File: config.mk
export PLATFORM = sky130hd
export DESIGN_NAME = vmx_result_collector_flat
export DESIGN_NICKNAME = d
export VERILOG_FILES = /design/src/rtl/vmx_pkg.sv /design/src/rtl/vmx_result_collector_if.sv /design/src/rtl/vmx_sync_fifo.sv /design/src/rtl/vmx_result_collector.sv /design/src/flat_wrapper.sv
export SDC_FILE = /design/constraint.sdc
export NUM_CORES = 1
export LEC_CHECK = 0
export ABC_AREA = 1
export BUFFER_PORTS_ARGS = -buffer_cell sky130_fd_sc_hd__buf_2
export CORE_MARGIN = 1
export CORE_UTILIZATION = 58
export DETAILED_ROUTE_END_ITERATION = 10
export GPL_TIMING_DRIVEN = 0
export PLACE_DENSITY_LB_ADDON = 0.3
export SLEW_MARGIN = 10
export SYNTH_ARGS = -nofsm -noshare
export SYNTH_HDL_FRONTEND = slang
export SYNTH_SLANG_ARGS = --single-unit
export TNS_END_PERCENT = 5
File: constraint.sdc
create_clock -name clk -period 9.35 [get_ports clk]
set_input_delay 1.4025 -clock clk [delete_from_list [all_inputs] [get_ports clk]]
set_output_delay 1.4025 -clock clk [all_outputs]
set_load 0.05 [all_outputs]
File: src/rtl/vmx_pkg.sv
// Shared definitions for the VMX result collector: default array geometry and
// the collector state encoding.
package vmx_pkg;

  localparam int unsigned SIZE           = 4;
  localparam int unsigned PRODUCT_BITLEN = 32;

  typedef enum logic [1:0] {
    IDLE,
    BUSY,
    FLUSH
  } collector_state_e;

endpackage

File: src/rtl/vmx_result_collector_if.sv
// Handshake bundle between the PE array edge, the collector and the row consumer.
interface vmx_result_collector_if #(
  parameter int unsigned SIZE           = vmx_pkg::SIZE,
  parameter int unsigned PRODUCT_BITLEN = vmx_pkg::PRODUCT_BITLEN
);

  logic                           in_valid;
  logic                           in_ready;
  logic                           simd_mode;
  logic [SIZE*PRODUCT_BITLEN-1:0] product_in;
  logic                           out_valid;
  logic                           out_ready;
  logic [SIZE*PRODUCT_BITLEN-1:0] out_data;
  logic                           out_simd;

  modport master (
    output in_valid, simd_mode, product_in, out_ready,
    input  in_ready, out_valid, out_data, out_simd
  );

  modport slave (
    input  in_valid, simd_mode, product_in, out_ready,
    output in_ready, out_valid, out_data, out_simd
  );

endinterface

File: src/rtl/vmx_sync_fifo.sv
// Synchronous FIFO with explicit occupancy count; pointers wrap modulo DEPTH and
// the count separates full from empty. A write while full is taken only with a read.
module vmx_sync_fifo #(
  parameter int unsigned WIDTH = 8,
  parameter int unsigned DEPTH = 4,
  localparam int unsigned CW   = $clog2(DEPTH + 1)
) (
  input  logic             clk,
  input  logic             rst,
  input  logic             clear,
  input  logic             wr_en,
  input  logic [WIDTH-1:0] wr_data,
  input  logic             rd_en,
  output logic [WIDTH-1:0] rd_data,
  output logic [CW-1:0]    count,
  output logic             full,
  output logic             empty
);
  import vmx_pkg::*;

  localparam int unsigned AW = (DEPTH > 1) ? $clog2(DEPTH) : 1;

  logic [WIDTH-1:0] mem [DEPTH];
  logic [AW-1:0]    wr_ptr;
  logic [AW-1:0]    rd_ptr;
  logic             wr_fire;
  logic             rd_fire;

  function automatic logic [AW-1:0] next_ptr(input logic [AW-1:0] p);
    return (p == AW'(DEPTH - 1)) ? '0 : p + AW'(1);
  endfunction

  assign full    = (count == CW'(DEPTH));
  assign empty   = (count == '0);
  assign wr_fire = wr_en && (!full || rd_en);
  assign rd_fire = rd_en && !empty;
  assign rd_data = mem[rd_ptr];

  always_ff @(posedge clk or posedge rst) begin
    if (rst) begin
      wr_ptr <= '0;
      rd_ptr <= '0;
      count  <= '0;
    end else if (clear) begin
      wr_ptr <= '0;
      rd_ptr <= '0;
      count  <= '0;
    end else begin
      if (wr_fire) wr_ptr <= next_ptr(wr_ptr);
      if (rd_fire) rd_ptr <= next_ptr(rd_ptr);
      unique case ({wr_fire, rd_fire})
        2'b10:   count <= count + CW'(1);
        2'b01:   count <= count - CW'(1);
        default: count <= count;
      endcase
    end
  end

  always_ff @(posedge clk) begin
    if (wr_fire && !clear) mem[wr_ptr] <= wr_data;
  end

endmodule

File: src/rtl/vmx_result_collector.sv
// De-skews PE-array edge products into aligned rows and buffers them for a
// valid/ready consumer. Optional per-lane ReLU clamp: define VMX_COLLECT_RELU_EN.
module vmx_result_collector #(
  parameter int unsigned SIZE           = vmx_pkg::SIZE,
  parameter int unsigned PRODUCT_BITLEN = vmx_pkg::PRODUCT_BITLEN,
  parameter int unsigned BASE_LAT       = 4,
  parameter int unsigned FIFO_DEPTH     = 4
) (
  input  logic                   clk,
  input  logic                   rst,
  vmx_result_collector_if.slave  bus,
  input  logic                   flush,
  output logic                   busy,
  output logic                   overflow
);
  import vmx_pkg::*;

  localparam int unsigned TAG_LEN = BASE_LAT + SIZE - 1;
  localparam int unsigned ROW_W   = SIZE * PRODUCT_BITLEN;
  localparam int unsigned CNT_W   = $clog2(FIFO_DEPTH + 1);

  collector_state_e   state;
  collector_state_e   state_next;

  logic [TAG_LEN-1:0] tag_valid;
  logic [TAG_LEN-1:0] tag_simd;
  logic [TAG_LEN-1:0] tag_valid_next;
  logic [TAG_LEN-1:0] tag_simd_next;
  int unsigned        inflight;
  int unsigned        inflight_next;
  int unsigned        fifo_count_next;

  logic               accept;
  logic               push;
  logic               pop;
  logic [ROW_W-1:0]   row_push;
  logic [ROW_W:0]     fifo_rd;
  logic [CNT_W-1:0]   fifo_count;
  logic               fifo_full;
  logic               fifo_empty;

  function automatic int unsigned ones(input logic [TAG_LEN-1:0] v);
    int unsigned n;
    n = 0;
    for (int unsigned k = 0; k < TAG_LEN; k++) begin
      if (v[k]) n = n + 1;
    end
    return n;
  endfunction

`ifdef VMX_COLLECT_RELU_EN
  // In SIMD mode each 16-bit half carries its own sign and is clamped alone.
  function automatic logic [PRODUCT_BITLEN-1:0] relu(input logic [PRODUCT_BITLEN-1:0] v,
                                                     input logic simd);
    logic [PRODUCT_BITLEN-1:0] r;
    r = v;
    if (simd) begin
      for (int unsigned h = 0; h < PRODUCT_BITLEN / 16; h++) begin
        if (v[h*16 + 15]) r[h*16 +: 16] = '0;
      end
    end else if (v[PRODUCT_BITLEN-1]) begin
      r = '0;
    end
    return r;
  endfunction
`endif

  // Lane i lands i cycles after lane 0, so it waits SIZE-1-i cycles; the last
  // lane is taken straight from the array edge at the push edge.
  for (genvar i = 0; i < SIZE; i++) begin : g_lane
    localparam int unsigned DLY = SIZE - 1 - i;
    logic [PRODUCT_BITLEN-1:0] lane_in;
    logic [PRODUCT_BITLEN-1:0] lane_aligned;

    assign lane_in = bus.product_in[i*PRODUCT_BITLEN +: PRODUCT_BITLEN];

    if (DLY == 0) begin : g_direct
      assign lane_aligned = lane_in;
    end else begin : g_delay
      logic [PRODUCT_BITLEN-1:0] dly [DLY];
      always_ff @(posedge clk) begin
        dly[0] <= lane_in;
        for (int unsigned k = 1; k < DLY; k++) dly[k] <= dly[k-1];
      end
      assign lane_aligned = dly[DLY-1];
    end

`ifdef VMX_COLLECT_RELU_EN
    assign row_push[i*PRODUCT_BITLEN +: PRODUCT_BITLEN] = relu(lane_aligned, tag_simd[TAG_LEN-1]);
`else
    assign row_push[i*PRODUCT_BITLEN +: PRODUCT_BITLEN] = lane_aligned;
`endif
  end

  // Admission reserves a FIFO slot for every vector still travelling in the tag line.
  assign bus.in_ready  = !fifo_full && (32'(fifo_count) + inflight < FIFO_DEPTH) && (state != FLUSH);
  assign accept        = bus.in_valid && bus.in_ready && !flush;
  assign push          = tag_valid[TAG_LEN-1] && !flush;
  assign bus.out_valid = !fifo_empty && (state != FLUSH);
  assign pop           = bus.out_valid && bus.out_ready && !flush;
  assign bus.out_data  = bus.out_valid ? fifo_rd[ROW_W-1:0] : '0;
  assign bus.out_simd  = bus.out_valid && fifo_rd[ROW_W];
  assign busy          = (state == BUSY);

  always_comb begin
    tag_valid_next = '0;
    tag_simd_next  = '0;
    if (!flush) begin
      tag_valid_next[0] = accept;
      tag_simd_next[0]  = accept && bus.simd_mode;
      for (int unsigned k = 1; k < TAG_LEN; k++) begin
        tag_valid_next[k] = tag_valid[k-1];
        tag_simd_next[k]  = tag_simd[k-1];
      end
    end
  end

  always_comb begin
    inflight        = ones(tag_valid);
    inflight_next   = ones(tag_valid_next);
    fifo_count_next = flush ? 0 : 32'(fifo_count) + 32'(push) - 32'(pop);
  end

  // State tracks the occupancy that will exist after this edge, so busy
  // matches the registered tag line and FIFO without a cycle of lag.
  always_comb begin
    state_next = state;
    if (flush) begin
      state_next = FLUSH;
    end else if (state == FLUSH) begin
      state_next = IDLE;
    end else if (inflight_next != 0 || fifo_count_next != 0) begin
      state_next = BUSY;
    end else begin
      state_next = IDLE;
    end
  end

  always_ff @(posedge clk or posedge rst) begin
    if (rst) begin
      state     <= IDLE;
      tag_valid <= '0;
      tag_simd  <= '0;
      overflow  <= 1'b0;
    end else begin
      state     <= state_next;
      tag_valid <= tag_valid_next;
      tag_simd  <= tag_simd_next;
      if (bus.in_valid && !bus.in_ready) overflow <= 1'b1;
    end
  end

  vmx_sync_fifo #(
    .WIDTH (ROW_W + 1),
    .DEPTH (FIFO_DEPTH)
  ) u_fifo (
    .clk     (clk),
    .rst     (rst),
    .clear   (flush),
    .wr_en   (push),
    .wr_data ({tag_simd[TAG_LEN-1], row_push}),
    .rd_en   (pop),
    .rd_data (fifo_rd),
    .count   (fifo_count),
    .full    (fifo_full),
    .empty   (fifo_empty)
  );

endmodule

File: src/flat_wrapper.sv
// flat-port wrapper written by rule: the top's interface ports become plain ports
module vmx_result_collector_flat import vmx_pkg::*;
#(
  parameter int unsigned SIZE           = vmx_pkg::SIZE,
  parameter int unsigned PRODUCT_BITLEN = vmx_pkg::PRODUCT_BITLEN,
  parameter int unsigned BASE_LAT       = 4,
  parameter int unsigned FIFO_DEPTH     = 4
)
  (clk, rst, flush, busy, overflow, bus_in_valid, bus_simd_mode, bus_product_in, bus_out_ready, bus_in_ready, bus_out_valid, bus_out_data, bus_out_simd);
  vmx_result_collector_if #(.SIZE(SIZE), .PRODUCT_BITLEN(PRODUCT_BITLEN)) bus_i ();
  input  logic clk;
  input  logic rst;
  input  logic flush;
  output logic busy;
  output logic overflow;
  input wire logic [$bits(bus_i.in_valid)-1:0] bus_in_valid;
  input wire logic [$bits(bus_i.simd_mode)-1:0] bus_simd_mode;
  input wire logic [$bits(bus_i.product_in)-1:0] bus_product_in;
  input wire logic [$bits(bus_i.out_ready)-1:0] bus_out_ready;
  output wire logic [$bits(bus_i.in_ready)-1:0] bus_in_ready;
  output wire logic [$bits(bus_i.out_valid)-1:0] bus_out_valid;
  output wire logic [$bits(bus_i.out_data)-1:0] bus_out_data;
  output wire logic [$bits(bus_i.out_simd)-1:0] bus_out_simd;
  assign bus_i.in_valid = bus_in_valid;
  assign bus_i.simd_mode = bus_simd_mode;
  assign bus_i.product_in = bus_product_in;
  assign bus_i.out_ready = bus_out_ready;
  assign bus_in_ready = bus_i.in_ready;
  assign bus_out_valid = bus_i.out_valid;
  assign bus_out_data = bus_i.out_data;
  assign bus_out_simd = bus_i.out_simd;
  vmx_result_collector #(.SIZE(SIZE), .PRODUCT_BITLEN(PRODUCT_BITLEN), .BASE_LAT(BASE_LAT), .FIFO_DEPTH(FIFO_DEPTH)) u_core (.clk(clk), .rst(rst), .bus(bus_i), .flush(flush), .busy(busy), .overflow(overflow));
endmodule
==> run_summary.xml, run 1 <==
<?xml version="1.0" encoding="UTF-8"?>
<metrics>
  <group name="status">
    <metric name="outcome" unit="">finished clean</metric>
  </group>
  <group name="setup_path">
    <metric name="critical_path_cell_with_the_highest_stage_delay" unit="">dfrtp_1</metric>
    <metric name="critPathMostFrequentCell" unit="">nand2_1</metric>
    <metric name="worstPathRequired" unit="ns">9.82</metric>
    <metric name="critPathMaxFanout" unit="">4</metric>
    <metric name="start_kind" unit="">register</metric>
    <metric name="highest_cell_delay_on_the_worst_timing_path" unit="ns">0.47</metric>
    <metric name="worst-setup-path-type" unit="">reg2reg</metric>
    <metric name="crit_path_end_kind" unit="">register</metric>
    <metric name="worstPathArrival" unit="ns">8.06</metric>
  </group>
  <group name="power">
    <metric name="leakage" unit="nW">11.7</metric>
    <metric name="max-vdd-ir-drop" unit="V">0.000221</metric>
    <metric name="power-per-cell-area" unit="mW/mm^2">299</metric>
  </group>
  <group name="drt">
    <metric name="route.detailed.vias_per_inst" unit="">5.46</metric>
    <metric name="detailroute.via_count" unit="">16500</metric>
    <metric name="post-route-drc-count" unit="">0</metric>
    <metric name="drt_wl_total" unit="mm">59.3</metric>
    <metric name="drt.antenna.violating_nets" unit="">0</metric>
    <metric name="drt_iter0_markers" unit="">1682</metric>
    <metric name="first_pass_iters" unit="">5</metric>
    <metric name="drt-wirelength-per-cell" unit="um">19.6</metric>
  </group>
  <group name="die">
    <metric name="die_width" unit="um">212</metric>
    <metric name="pin_count" unit="">267</metric>
    <metric name="fp.dieH" unit="um">212</metric>
    <metric name="placeableCoreArea" unit="mm^2">0.0434</metric>
    <metric name="die_area" unit="mm^2">0.0452</metric>
    <metric name="start_util" unit="%">59.3</metric>
    <metric name="std_cell_rows" unit="">76</metric>
  </group>
  <group name="logic_synthesis">
    <metric name="syn-num-nets" unit="">2181</metric>
    <metric name="syn_area" unit="mm^2">0.0257</metric>
    <metric name="synthCells" unit="">2021</metric>
    <metric name="distinct_cell_type_count_after_synthesis" unit="">37</metric>
    <metric name="synth_area_per_cell" unit="um^2">12.7</metric>
    <metric name="seq_total_area_yosys" unit="%">77.6</metric>
    <metric name="ys_ff_latch" unit="">732</metric>
    <metric name="synthDominantAreaCellType" unit="">edfxtp_1</metric>
    <metric name="share_of_the_synthesized_area_in_the_top_cell_type" unit="%">60.3</metric>
    <metric name="synth_area_leaders" unit="">edfxtp_1, dfxtp_1, nor2_1</metric>
    <metric name="async_set_or_reset_register_ratio_after_synthesis" unit="%">3.28</metric>
    <metric name="yosys_warnings" unit="">0</metric>
    <metric name="yosys_most_used_dff" unit="">edfxtp_1</metric>
    <metric name="synth_edf_count" unit="">516</metric>
  </group>
  <group name="min_path">
    <metric name="holdCritPathClass" unit="">reg2reg</metric>
  </group>
  <group name="grt">
    <metric name="track_usage" unit="%">26.4</metric>
    <metric name="first_global_vias" unit="">16400</metric>
    <metric name="antenna_violations_before_repair" unit="">5</metric>
    <metric name="grt_start_max_net_pins" unit="">26</metric>
    <metric name="grt_first_pass_wirelength" unit="mm">88.9</metric>
    <metric name="global_route.overflow_total" unit="">0</metric>
  </group>
  <group name="sta">
    <metric name="clock.fmax" unit="MHz">132</metric>
    <metric name="finalWorstPathRequiredPeriod" unit="ns">7.60</metric>
    <metric name="final.setup_skew" unit="ns">0.0252</metric>
    <metric name="setup_viol" unit="">0</metric>
    <metric name="totalNegativeSetupSlack" unit="ns">0</metric>
    <metric name="final-max-slew-violation-count" unit="">0</metric>
    <metric name="setup_ws" unit="ns">1.75</metric>
    <metric name="finalHoldViolations" unit="">0</metric>
    <metric name="rsz0062_at_grt" unit="">no</metric>
    <metric name="post-route-period-util" unit="%">81.2</metric>
    <metric name="slew-limit-headroom" unit="%">31.8</metric>
    <metric name="worst_slew_pin_slew" unit="ns">1.02</metric>
  </group>
  <group name="cts">
    <metric name="cts.htree.levels" unit="">3</metric>
    <metric name="number_of_buffers_inserted_for_hold_repair_after_clock_tree_synthesis" unit="">0</metric>
    <metric name="clkTransAtPathRegs" unit="ns">0.06</metric>
    <metric name="cts_max_path_buffers" unit="">3</metric>
    <metric name="clock_tree.root_cell" unit="">clkbuf_16</metric>
    <metric name="tritoncts" unit="">built</metric>
    <metric name="cts_post_setup_buffers_inserted" unit="">0</metric>
    <metric name="cts-buffers-inserted" unit="">71</metric>
    <metric name="clock_latency" unit="ns">0.59</metric>
    <metric name="cts_resized" unit="">0</metric>
    <metric name="tritoncts_num_sinks" unit="">732</metric>
  </group>
  <group name="layout">
    <metric name="synthToLayoutAreaGrowth" unit="%">19.4</metric>
    <metric name="finish.instance_area" unit="mm^2">0.0307</metric>
    <metric name="finalNetCount" unit="">2542</metric>
    <metric name="post_route_cells_drive_above_1_share" unit="%">18.0</metric>
  </group>
  <group name="placement">
    <metric name="dp_slack" unit="ns">1.80</metric>
    <metric name="gp_congestion" unit="">0.794</metric>
    <metric name="cell_area_after_placement" unit="mm^2">0.0283</metric>
    <metric name="place.port_buffers" unit="">266</metric>
    <metric name="dp.final_hpwl" unit="mm">37.0</metric>
  </group>
  <group name="flow_run">
    <metric name="drv.max_cap_violation_count" unit="">0</metric>
  </group>
</metrics>
-- state kept, by name, summed over array words and instances, names as in the netlist --
name / count
u_core.g_lane.g_delay.dly: 192
u_core.overflow: 1
u_core.state: 2
u_core.tag_simd: 7
u_core.tag_valid: 7
u_core.u_fifo.count: 3
u_core.u_fifo.mem: 516
u_core.u_fifo.rd_ptr: 2
u_core.u_fifo.wr_ptr: 2
-- synth_stat cells (all sizes together), types with 2 or more instances --
library cell / n
ha: 25
or2: 3
nand2: 87
xor2: 2
nor3: 2
nand3: 24
dfrtp: 24
a21oi: 135
nor2: 556
nand4: 6
dfxtp: 192
clkbuf: 83
o21ai: 268
edfxtp: 516
inv: 72
buf: 17
-- worst max-delay path: cells and delay by family (launching register included) --
kind	cells	cell delay [ns]
flip-flops	1	0.47
AND/OR/NAND/NOR	28	3.33
AO/OA/AOI/OAI	3	0.26
buffers and inverters	8	0.56
adder cells (fa/ha/maj)	10	2.85
-- power breakdown --
part	switching [mW]	internal [mW]	total, mW	leakage [nW]
logic	2.13	0.564	2.70	3.95
clock network	1.17	1.74	2.91	1.19
registers	0.0429	3.52	3.57	6.58
-- per-layer routing --
metal,vias to the layer above,track usage (%),share of wire [%]
met4,6,9.10,2.4
met3,111,6.01,7.8
li1,7710,-,-
met5,-,0,0.066
met2,706,44.6,50
met1,7992,33.7,40
-- cell usage in the layout (no fill, tap or decap), types with 3 or more instances in the layout --
master	synthesis	layout
clkbuf_16	0	77
nor2_1	552	548
o21ai_0	259	259
inv_2	5	5
clkinv_2	0	11
ha_1	25	25
clkbuf_8	0	7
nand3_1	23	23
buf_1	9	9
nor2_4	1	5
buf_2	8	274
dfxtp_1	192	192
buf_12	0	17
inv_1	66	66
nor2_2	3	3
nand2_2	10	10
nand4_1	5	5
inv_6	0	5
or2_2	3	3
a21oi_1	135	135
edfxtp_1	516	516
o21ai_1	8	8
dfrtp_1	24	24
bufinv_16	0	6
buf_16	0	5
clkbuf_1	83	103
nand2_1	76	76
-- cell type report --
type	instances	area, um^2
Clock inverter	28	317
Timing Repair Buffer	288	1810
Fill cell	2881	12700
Multi-Input combinational cell	1117	5130
Antenna cell	2	5.00
Sequential cell	732	19900
Buffer	100	385
Tap cell	585	732
Inverter	72	273
Clock buffer	104	2100
-- final timing paths --
| path | start | endpoint | slack (ns) | depth (start not counted) |
|---|---|---|---|---|
| max | u_core.tag_valid[1] | u_core.state[0] | 1.75 | 49 |
| min | u_core.g_lane[0].g_delay.dly[0][37] | u_core.g_lane[0].g_delay.dly[0][69] | 0.32 | 0 |
| max reg2reg | u_core.tag_valid[1] | u_core.state[0] | 1.75 | 49 |
| min reg2reg | u_core.g_lane[0].g_delay.dly[0][37] | u_core.g_lane[0].g_delay.dly[0][69] | 0.32 | 0 |
| max in group asynchronous | rst | u_core.tag_simd[0] | 7.70 | 2 |
| min in group asynchronous | rst | u_core.overflow | 1.02 | 2 |
-- kinds of logic (layout without fill, tap and decap cells) --
kind of cell    count (synthesis)  count (layout)  share of synthesized area, %
compound gates                407             407                          7.99
xor+xnor                        3               3                         0.131
fa+ha+maj                      26              26                          1.30
buf+inv                       172             592                          2.56
flops                         732             732                          77.6
other cells                     0               2                             0
simple gates                  681             681                          10.4
-- stage by stage --
step | hold WS (ns) | total power, mW | util (%) | std cells
finish | 0.324 | 9.17 | 70.8 | 3028
global placement | 0.310 | 6.28 | 64.0 | 2872
CTS | 0.325 | 9.20 | 70.8 | 3026
detailed placement | 0.312 | 6.32 | 65.2 | 2894
global route | 0.327 | 9.52 | 70.8 | 3027
floorplan | 0.310 | 5.48 | - | 2021
No activity file was read; power rests on OpenSTA's default activity.
==> inputs of run 2 (changes only) <==
- ABC_AREA: 1 -> 0
- CORE_UTILIZATION: 58 -> 52
- clock period: 9.35 -> 6.4 ns (I/O delays scaled with it)
==> run_summary.xml, run 2 <==
<?xml version="1.0" encoding="UTF-8"?>
<metrics>
  <group name="logic_synthesis">
    <metric name="synth_edf_count" unit="">516</metric>
    <metric name="synth_area_leaders" unit="">edfxtp_1, dfxtp_1, mux4_2</metric>
    <metric name="async_set_or_reset_register_ratio_after_synthesis" unit="%">3.28</metric>
    <metric name="syn_area" unit="mm^2">0.0255</metric>
    <metric name="yosys_warnings" unit="">0</metric>
    <metric name="synth_area_per_cell" unit="um^2">20.2</metric>
    <metric name="synthDominantAreaCellType" unit="">edfxtp_1</metric>
    <metric name="yosys_most_used_dff" unit="">edfxtp_1</metric>
    <metric name="ys_ff_latch" unit="">732</metric>
    <metric name="syn-num-nets" unit="">1424</metric>
    <metric name="synthCells" unit="">1264</metric>
    <metric name="synth_commonest_cells" unit="">edfxtp_1, dfxtp_1, and3_1, mux4_2, clkbuf_1</metric>
    <metric name="seq_total_area_yosys" unit="%">78.2</metric>
    <metric name="yosysMostFrequentCell" unit="">edfxtp_1</metric>
    <metric name="distinct_cell_type_count_after_synthesis" unit="">67</metric>
    <metric name="share_of_the_synthesized_area_in_the_top_cell_type" unit="%">60.8</metric>
  </group>
  <group name="min_path">
    <metric name="holdCritStartpoint" unit="">u_core.g_lane[1].g_delay.dly[0][16]</metric>
    <metric name="whs_path_depth" unit="">0</metric>
    <metric name="min_delay_worst_endpoint" unit="">u_core.g_lane[1].g_delay.dly[0][48]</metric>
    <metric name="holdCritPathClass" unit="">reg2reg</metric>
  </group>
  <group name="layout">
    <metric name="leading_cell_type_in_the_layout_fill_and_taps_excluded" unit="">edfxtp_1</metric>
    <metric name="largestRegisters" unit="">u_core.u_fifo.mem (516), u_core.g_lane.g_delay.dly (192)</metric>
    <metric name="layout.filler_cells" unit="">3308</metric>
    <metric name="finalNetCount" unit="">1784</metric>
    <metric name="max_flop_register" unit="">u_core.u_fifo.mem</metric>
    <metric name="multi_input_comb_area" unit="mm^2">0.00544</metric>
    <metric name="largest_register_ffs" unit="">516</metric>
    <metric name="synthToLayoutAreaGrowth" unit="%">19.6</metric>
    <metric name="post_route_cells_drive_above_1_share" unit="%">35.7</metric>
    <metric name="mostFrequentLayoutCells" unit="">edfxtp_1, buf_2, dfxtp_1</metric>
    <metric name="register_area" unit="mm^2">0.0199</metric>
  </group>
  <group name="die">
    <metric name="placeableCoreArea" unit="mm^2">0.0480</metric>
    <metric name="die_area" unit="mm^2">0.0499</metric>
    <metric name="start_util" unit="%">53.1</metric>
    <metric name="fp.dieH" unit="um">223</metric>
    <metric name="die_width" unit="um">223</metric>
    <metric name="pin_count" unit="">267</metric>
    <metric name="std_cell_rows" unit="">80</metric>
  </group>
  <group name="sta">
    <metric name="finalHoldViolations" unit="">0</metric>
    <metric name="final-max-slew-violation-count" unit="">0</metric>
    <metric name="hold-worst-slack" unit="ns">0.323</metric>
    <metric name="finalWorstPathRequiredPeriod" unit="ns">7.09</metric>
    <metric name="clock.fmax" unit="MHz">141</metric>
    <metric name="setup_viol" unit="">1</metric>
    <metric name="setup_ws" unit="ns">-0.688</metric>
    <metric name="slew-limit-headroom" unit="%">19.2</metric>
    <metric name="totalNegativeSetupSlack" unit="ns">-0.688</metric>
    <metric name="final.setup_skew" unit="ns">0.0202</metric>
    <metric name="worst_slew_pin_slew" unit="ns">1.21</metric>
    <metric name="post-route-period-util" unit="%">111</metric>
    <metric name="rsz0062_at_grt" unit="">yes</metric>
  </group>
  <group name="setup_path">
    <metric name="highest_cell_delay_on_the_worst_timing_path" unit="ns">0.47</metric>
    <metric name="timing.rr.end" unit="">u_core.state[0]</metric>
    <metric name="worst-setup-path-type" unit="">reg2reg</metric>
    <metric name="crit_family" unit="">adder cells</metric>
    <metric name="worstReg2RegStart" unit="">u_core.tag_valid[1]</metric>
    <metric name="depth_of_the_most_critical_reg_to_reg_path" unit="">40</metric>
    <metric name="cp_num_buf_inv" unit="">2</metric>
    <metric name="worstPathArrival" unit="ns">7.57</metric>
    <metric name="start_kind" unit="">register</metric>
    <metric name="rrSetupSlack" unit="ns">-0.69</metric>
    <metric name="crit_path_end_kind" unit="">register</metric>
    <metric name="critPathMaxFanout" unit="">4</metric>
    <metric name="critical_path_cell_with_the_highest_stage_delay" unit="">dfrtp_2</metric>
    <metric name="worstPathRequired" unit="ns">6.89</metric>
    <metric name="critPathMostFrequentCell" unit="">ha_4</metric>
  </group>
  <group name="drt">
    <metric name="drt.antenna.violating_nets" unit="">0</metric>
    <metric name="first_pass_iters" unit="">5</metric>
    <metric name="route.detailed.vias_per_inst" unit="">5.49</metric>
    <metric name="drt-wirelength-per-cell" unit="um">21.8</metric>
    <metric name="detailroute.via_count" unit="">12600</metric>
    <metric name="post-route-drc-count" unit="">0</metric>
    <metric name="drt_wl_total" unit="mm">50.0</metric>
    <metric name="drt_iter0_markers" unit="">742</metric>
  </group>
  <group name="cts">
    <metric name="number_of_buffers_inserted_for_hold_repair_after_clock_tree_synthesis" unit="">0</metric>
    <metric name="tritoncts" unit="">built</metric>
    <metric name="clock_tree.root_cell" unit="">clkbuf_16</metric>
    <metric name="cts_max_path_buffers" unit="">3</metric>
    <metric name="tritoncts_num_sinks" unit="">732</metric>
    <metric name="clock_latency" unit="ns">0.60</metric>
    <metric name="cts.htree.levels" unit="">3</metric>
    <metric name="cts-buffers-inserted" unit="">72</metric>
    <metric name="clkTransAtPathRegs" unit="ns">0.06</metric>
  </group>
  <group name="grt">
    <metric name="grt_first_pass_wirelength" unit="mm">75.4</metric>
    <metric name="first_global_vias" unit="">13200</metric>
    <metric name="global_route.overflow_total" unit="">0</metric>
    <metric name="antenna_violations_before_repair" unit="">5</metric>
    <metric name="track_usage" unit="%">20.3</metric>
    <metric name="grt_start_max_net_pins" unit="">52</metric>
  </group>
  <group name="flow_run">
    <metric name="drv.max_cap_violation_count" unit="">0</metric>
  </group>
  <group name="power">
    <metric name="max-vdd-ir-drop" unit="V">0.000304</metric>
    <metric name="power-per-cell-area" unit="mW/mm^2">308</metric>
    <metric name="total_power" unit="mW">9.39</metric>
    <metric name="leakage" unit="nW">11.5</metric>
  </group>
  <group name="status">
    <metric name="outcome" unit="">finished with violations</metric>
    <metric name="failed_checks" unit="">negative setup slack</metric>
  </group>
  <group name="placement">
    <metric name="place.port_buffers" unit="">266</metric>
    <metric name="gp_congestion" unit="">0.776</metric>
    <metric name="dp.final_hpwl" unit="mm">30.7</metric>
    <metric name="dp_slack" unit="ns">-1.47</metric>
  </group>
</metrics>
[run 2: worst max path at each step]
stage	from	end	slack, ns	cells after the start
global route	u_core.tag_valid[1]	u_core.state[0]	-1.09	40
global placement	flush	u_core.u_fifo.mem[0][86]	-1.75	7
finish	u_core.tag_valid[1]	u_core.state[0]	-0.69	40
floorplan	u_core.tag_valid[1]	u_core.state[0]	-0.66	41
CTS	u_core.tag_valid[0]	u_core.state[0]	-0.97	40
detailed placement	u_core.tag_valid[1]	u_core.state[0]	-1.47	41
[run 2: layer usage]
metal	global-route usage [%]	routed length (um)
met5	0	24
met4	7.05	1120
met3	4.90	3060
met2	34.3	25400
met1	25.8	20400
[run 2: through the flow]
step                cell area [um^2]  util (%)  instances
floorplan                      25600         -       1264
global placement               27700      57.6       2145
detailed placement             27900      58.1       2153
CTS                            30400      63.2       2295
global route                   30500      63.5       2298
finish                         30500      63.5       2300
[run 2: worst register-to-register path: cells and delay by family (launching register included)]
family / cells / cell delay, ns
adders and majority gates: 10 / 2.44
AOI/OAI and AO/OA: 13 / 2.07
and+or+nand+nor: 12 / 1.32
muxes: 2 / 0.49
DFF: 1 / 0.47
buffers and inverters: 2 / 0.13
xor gates and xnor gates: 1 / 0.06
[run 2: what timing repair did]
item	CTS	global route
endpoints found under the hold margin	0	0
gates resized for setup	24	20
endpoints found under the setup margin	1	1
pin swaps	23	27
setup buffers	11	2
[run 2: layout make-up]
cell class	count	share of cell area, %
flip-flops and latches	732	65.4
multi-input cells	444	17.8
clock buffers	102	6.61
repair buffers	287	5.42
well taps	615	2.52
plain buffers	68	1.05
clock inverters	30	0.907
inverters	19	0.242
diodes	3	0.0246
[run 2: kinds of logic (layout without fill, tap and decap cells)]
| family | count (synthesis) | in the layout | share of synthesized area (%) |
|---|---|---|---|
| AOI/OAI and AO/OA | 36 | 36 | 1.16 |
| xor gates and xnor gates | 20 | 20 | 0.810 |
| adders and majority gates | 26 | 26 | 1.31 |
| buffers and inverters | 88 | 506 | 1.56 |
| DFF | 732 | 732 | 78.2 |
| muxes | 134 | 134 | 11.6 |
| other | 0 | 3 | 0 |
| and+or+nand+nor | 228 | 228 | 5.35 |
[run 2: power breakdown]
| part | total, mW | switching [mW] | internal, mW |
|---|---|---|---|
| Sequential | 5.17 | 0.0391 | 5.13 |
| Combinational | 0.151 | 0.0859 | 0.0647 |
| Clock | 4.07 | 1.70 | 2.37 |
| Total | 9.39 | 1.82 | 7.57 |
==> inputs of run 3 (changes only) <==
- CORE_UTILIZATION: 52 -> 55
- CTS_BUF_LIST: unset -> sky130_fd_sc_hd__clkbuf_2
==> run_summary.xml, run 3 (synthesis results as in run 2) <==
<?xml version="1.0" encoding="UTF-8"?>
<metrics>
  <group name="status">
    <metric name="outcome" unit="">finished with violations</metric>
    <metric name="failed_checks" unit="">negative setup slack</metric>
  </group>
  <group name="placement">
    <metric name="dp_slack" unit="ns">-1.43</metric>
    <metric name="dp.final_hpwl" unit="mm">31.1</metric>
    <metric name="gp_congestion" unit="">0.755</metric>
    <metric name="place.port_buffers" unit="">266</metric>
  </group>
  <group name="setup_path">
    <metric name="rrSetupSlack" unit="ns">-0.82</metric>
    <metric name="start_kind" unit="">register</metric>
    <metric name="crit_family" unit="">adder cells</metric>
    <metric name="crit_path_end_kind" unit="">register</metric>
    <metric name="worstPathRequired" unit="ns">7.53</metric>
    <metric name="worst-setup-path-type" unit="">reg2reg</metric>
    <metric name="highest_cell_delay_on_the_worst_timing_path" unit="ns">0.44</metric>
    <metric name="worstPathArrival" unit="ns">8.35</metric>
    <metric name="critPathMaxFanout" unit="">4</metric>
    <metric name="critical_path_cell_with_the_highest_stage_delay" unit="">dfrtp_2</metric>
    <metric name="cp_num_buf_inv" unit="">3</metric>
  </group>
  <group name="drt">
    <metric name="detailroute.via_count" unit="">13700</metric>
    <metric name="first_pass_iters" unit="">5</metric>
    <metric name="drt-wirelength-per-cell" unit="um">19.9</metric>
    <metric name="drt.antenna.violating_nets" unit="">0</metric>
    <metric name="drt_iter0_markers" unit="">924</metric>
    <metric name="drt_wl_total" unit="mm">51.7</metric>
    <metric name="route.detailed.vias_per_inst" unit="">5.26</metric>
    <metric name="post-route-drc-count" unit="">0</metric>
  </group>
  <group name="sta">
    <metric name="final.setup_skew" unit="ns">0.0673</metric>
    <metric name="setup_ws" unit="ns">-0.821</metric>
    <metric name="finalHoldViolations" unit="">0</metric>
    <metric name="rsz0062_at_grt" unit="">yes</metric>
    <metric name="finalWorstPathRequiredPeriod" unit="ns">7.22</metric>
    <metric name="slew-limit-headroom" unit="%">13.6</metric>
    <metric name="worst_slew_pin_slew" unit="ns">1.30</metric>
    <metric name="post-route-period-util" unit="%">113</metric>
    <metric name="clock.fmax" unit="MHz">138</metric>
    <metric name="hold-worst-slack" unit="ns">0.297</metric>
    <metric name="setup_viol" unit="">1</metric>
    <metric name="final-max-slew-violation-count" unit="">0</metric>
  </group>
  <group name="grt">
    <metric name="grt_first_pass_wirelength" unit="mm">79.2</metric>
    <metric name="global_route.overflow_total" unit="">0</metric>
    <metric name="antenna_violations_before_repair" unit="">4</metric>
    <metric name="track_usage" unit="%">22.8</metric>
    <metric name="first_global_vias" unit="">14700</metric>
    <metric name="grt_start_max_net_pins" unit="">53</metric>
  </group>
  <group name="cts">
    <metric name="tritoncts" unit="">built</metric>
    <metric name="clock_latency" unit="ns">1.29</metric>
    <metric name="tritoncts_num_sinks" unit="">732</metric>
    <metric name="clkTransAtPathRegs" unit="ns">0.10</metric>
    <metric name="cts-buffers-inserted" unit="">172</metric>
    <metric name="cts_max_path_buffers" unit="">3</metric>
    <metric name="cts.htree.levels" unit="">4</metric>
    <metric name="clock_tree.root_cell" unit="">clkbuf_2</metric>
  </group>
  <group name="power">
    <metric name="power-per-cell-area" unit="mW/mm^2">268</metric>
    <metric name="leakage" unit="nW">12.3</metric>
    <metric name="max-vdd-ir-drop" unit="V">0.000221</metric>
  </group>
  <group name="layout">
    <metric name="largestRegisters" unit="">u_core.u_fifo.mem (516), u_core.g_lane.g_delay.dly (192)</metric>
    <metric name="leading_cell_type_in_the_layout_fill_and_taps_excluded" unit="">edfxtp_1</metric>
    <metric name="max_flop_register" unit="">u_core.u_fifo.mem</metric>
    <metric name="mostFrequentLayoutCells" unit="">edfxtp_1, buf_2, clkbuf_2</metric>
    <metric name="layout.filler_cells" unit="">2982</metric>
    <metric name="finalNetCount" unit="">2023</metric>
    <metric name="largest_register_ffs" unit="">516</metric>
    <metric name="post_route_cells_drive_above_1_share" unit="%">39.4</metric>
    <metric name="synthToLayoutAreaGrowth" unit="%">22.4</metric>
  </group>
  <group name="min_path">
    <metric name="holdCritPathClass" unit="">reg2reg</metric>
  </group>
  <group name="die">
    <metric name="pin_count" unit="">267</metric>
    <metric name="die_area" unit="mm^2">0.0472</metric>
    <metric name="fp.dieH" unit="um">217</metric>
    <metric name="std_cell_rows" unit="">78</metric>
    <metric name="placeableCoreArea" unit="mm^2">0.0456</metric>
    <metric name="die_width" unit="um">217</metric>
    <metric name="start_util" unit="%">55.9</metric>
  </group>
  <group name="flow_run">
    <metric name="drv.max_cap_violation_count" unit="">0</metric>
  </group>
</metrics>
-- run 3: power by group --
| part | internal, mW | total, mW | switching (mW) |
|---|---|---|---|
| logic | 0.119 | 0.220 | 0.101 |
| registers | 5.12 | 5.16 | 0.0390 |
| clock network | 1.26 | 2.99 | 1.73 |
| total | 6.50 | 8.37 | 1.87 |
-- run 3: final cells by class --
| cell class | count | area [um^2] | share of cell area, % |
|---|---|---|---|
| Inverter | 19 | 76.3 | 0.244 |
| Buffer | 68 | 320 | 1.03 |
| Tap cell | 600 | 751 | 2.40 |
| Multi-Input combinational cell | 444 | 5430 | 17.4 |
| Timing Repair Buffer | 426 | 3070 | 9.82 |
| Clock buffer | 277 | 1390 | 4.44 |
| Sequential cell | 732 | 19900 | 63.9 |
| Clock inverter | 37 | 236 | 0.758 |
| Antenna cell | 3 | 7.51 | 0.0240 |
-- run 3: path summary, 6_finish.rpt --
kind / startpoint / endpoint / cells after the start
setup / recovery: u_core.tag_valid[0] / u_core.state[0] / 41
hold / removal: u_core.g_lane[0].g_delay.dly[0][6] / u_core.g_lane[0].g_delay.dly[0][38] / 0
setup reg to reg: u_core.tag_valid[0] / u_core.state[0] / 41
hold reg to reg: u_core.g_lane[0].g_delay.dly[0][6] / u_core.g_lane[0].g_delay.dly[0][38] / 0
max in group asynchronous: rst / u_core.tag_valid[0] / 3
min in group asynchronous: rst / u_core.tag_valid[5] / 3
-- run 3: through the flow --
stage	total power [mW]	cell area [um^2]	cells	TNS, ns	utilization, %
floorplan	5.32	25600	1264	-0.661	-
global placement	5.39	27700	2130	-887.35	60.7
detailed placement	5.41	27900	2142	-1.43	61.3
CTS	8.48	31100	2602	-1.07	68.3
global route	8.75	31200	2605	-1.49	68.5
finish	8.37	31200	2606	-0.821	68.5
-- run 3: per-layer routing --
metal	vias up	GRT usage, %	wire length, um
li1	6308	-	-
met2	471	37.0	26000
met4	0	9.37	1080
met5	-	0	0
met3	83	7.58	3650
met1	6834	28.3	21000
-- run 3: timing repair --
action	4_1_cts	5_1_grt
gates resized for setup	29	15
hold buffers	133	0
hold endpoints to repair	252	0
setup endpoints to repair	2	2
pin swaps	24	24
setup buffers	14	1
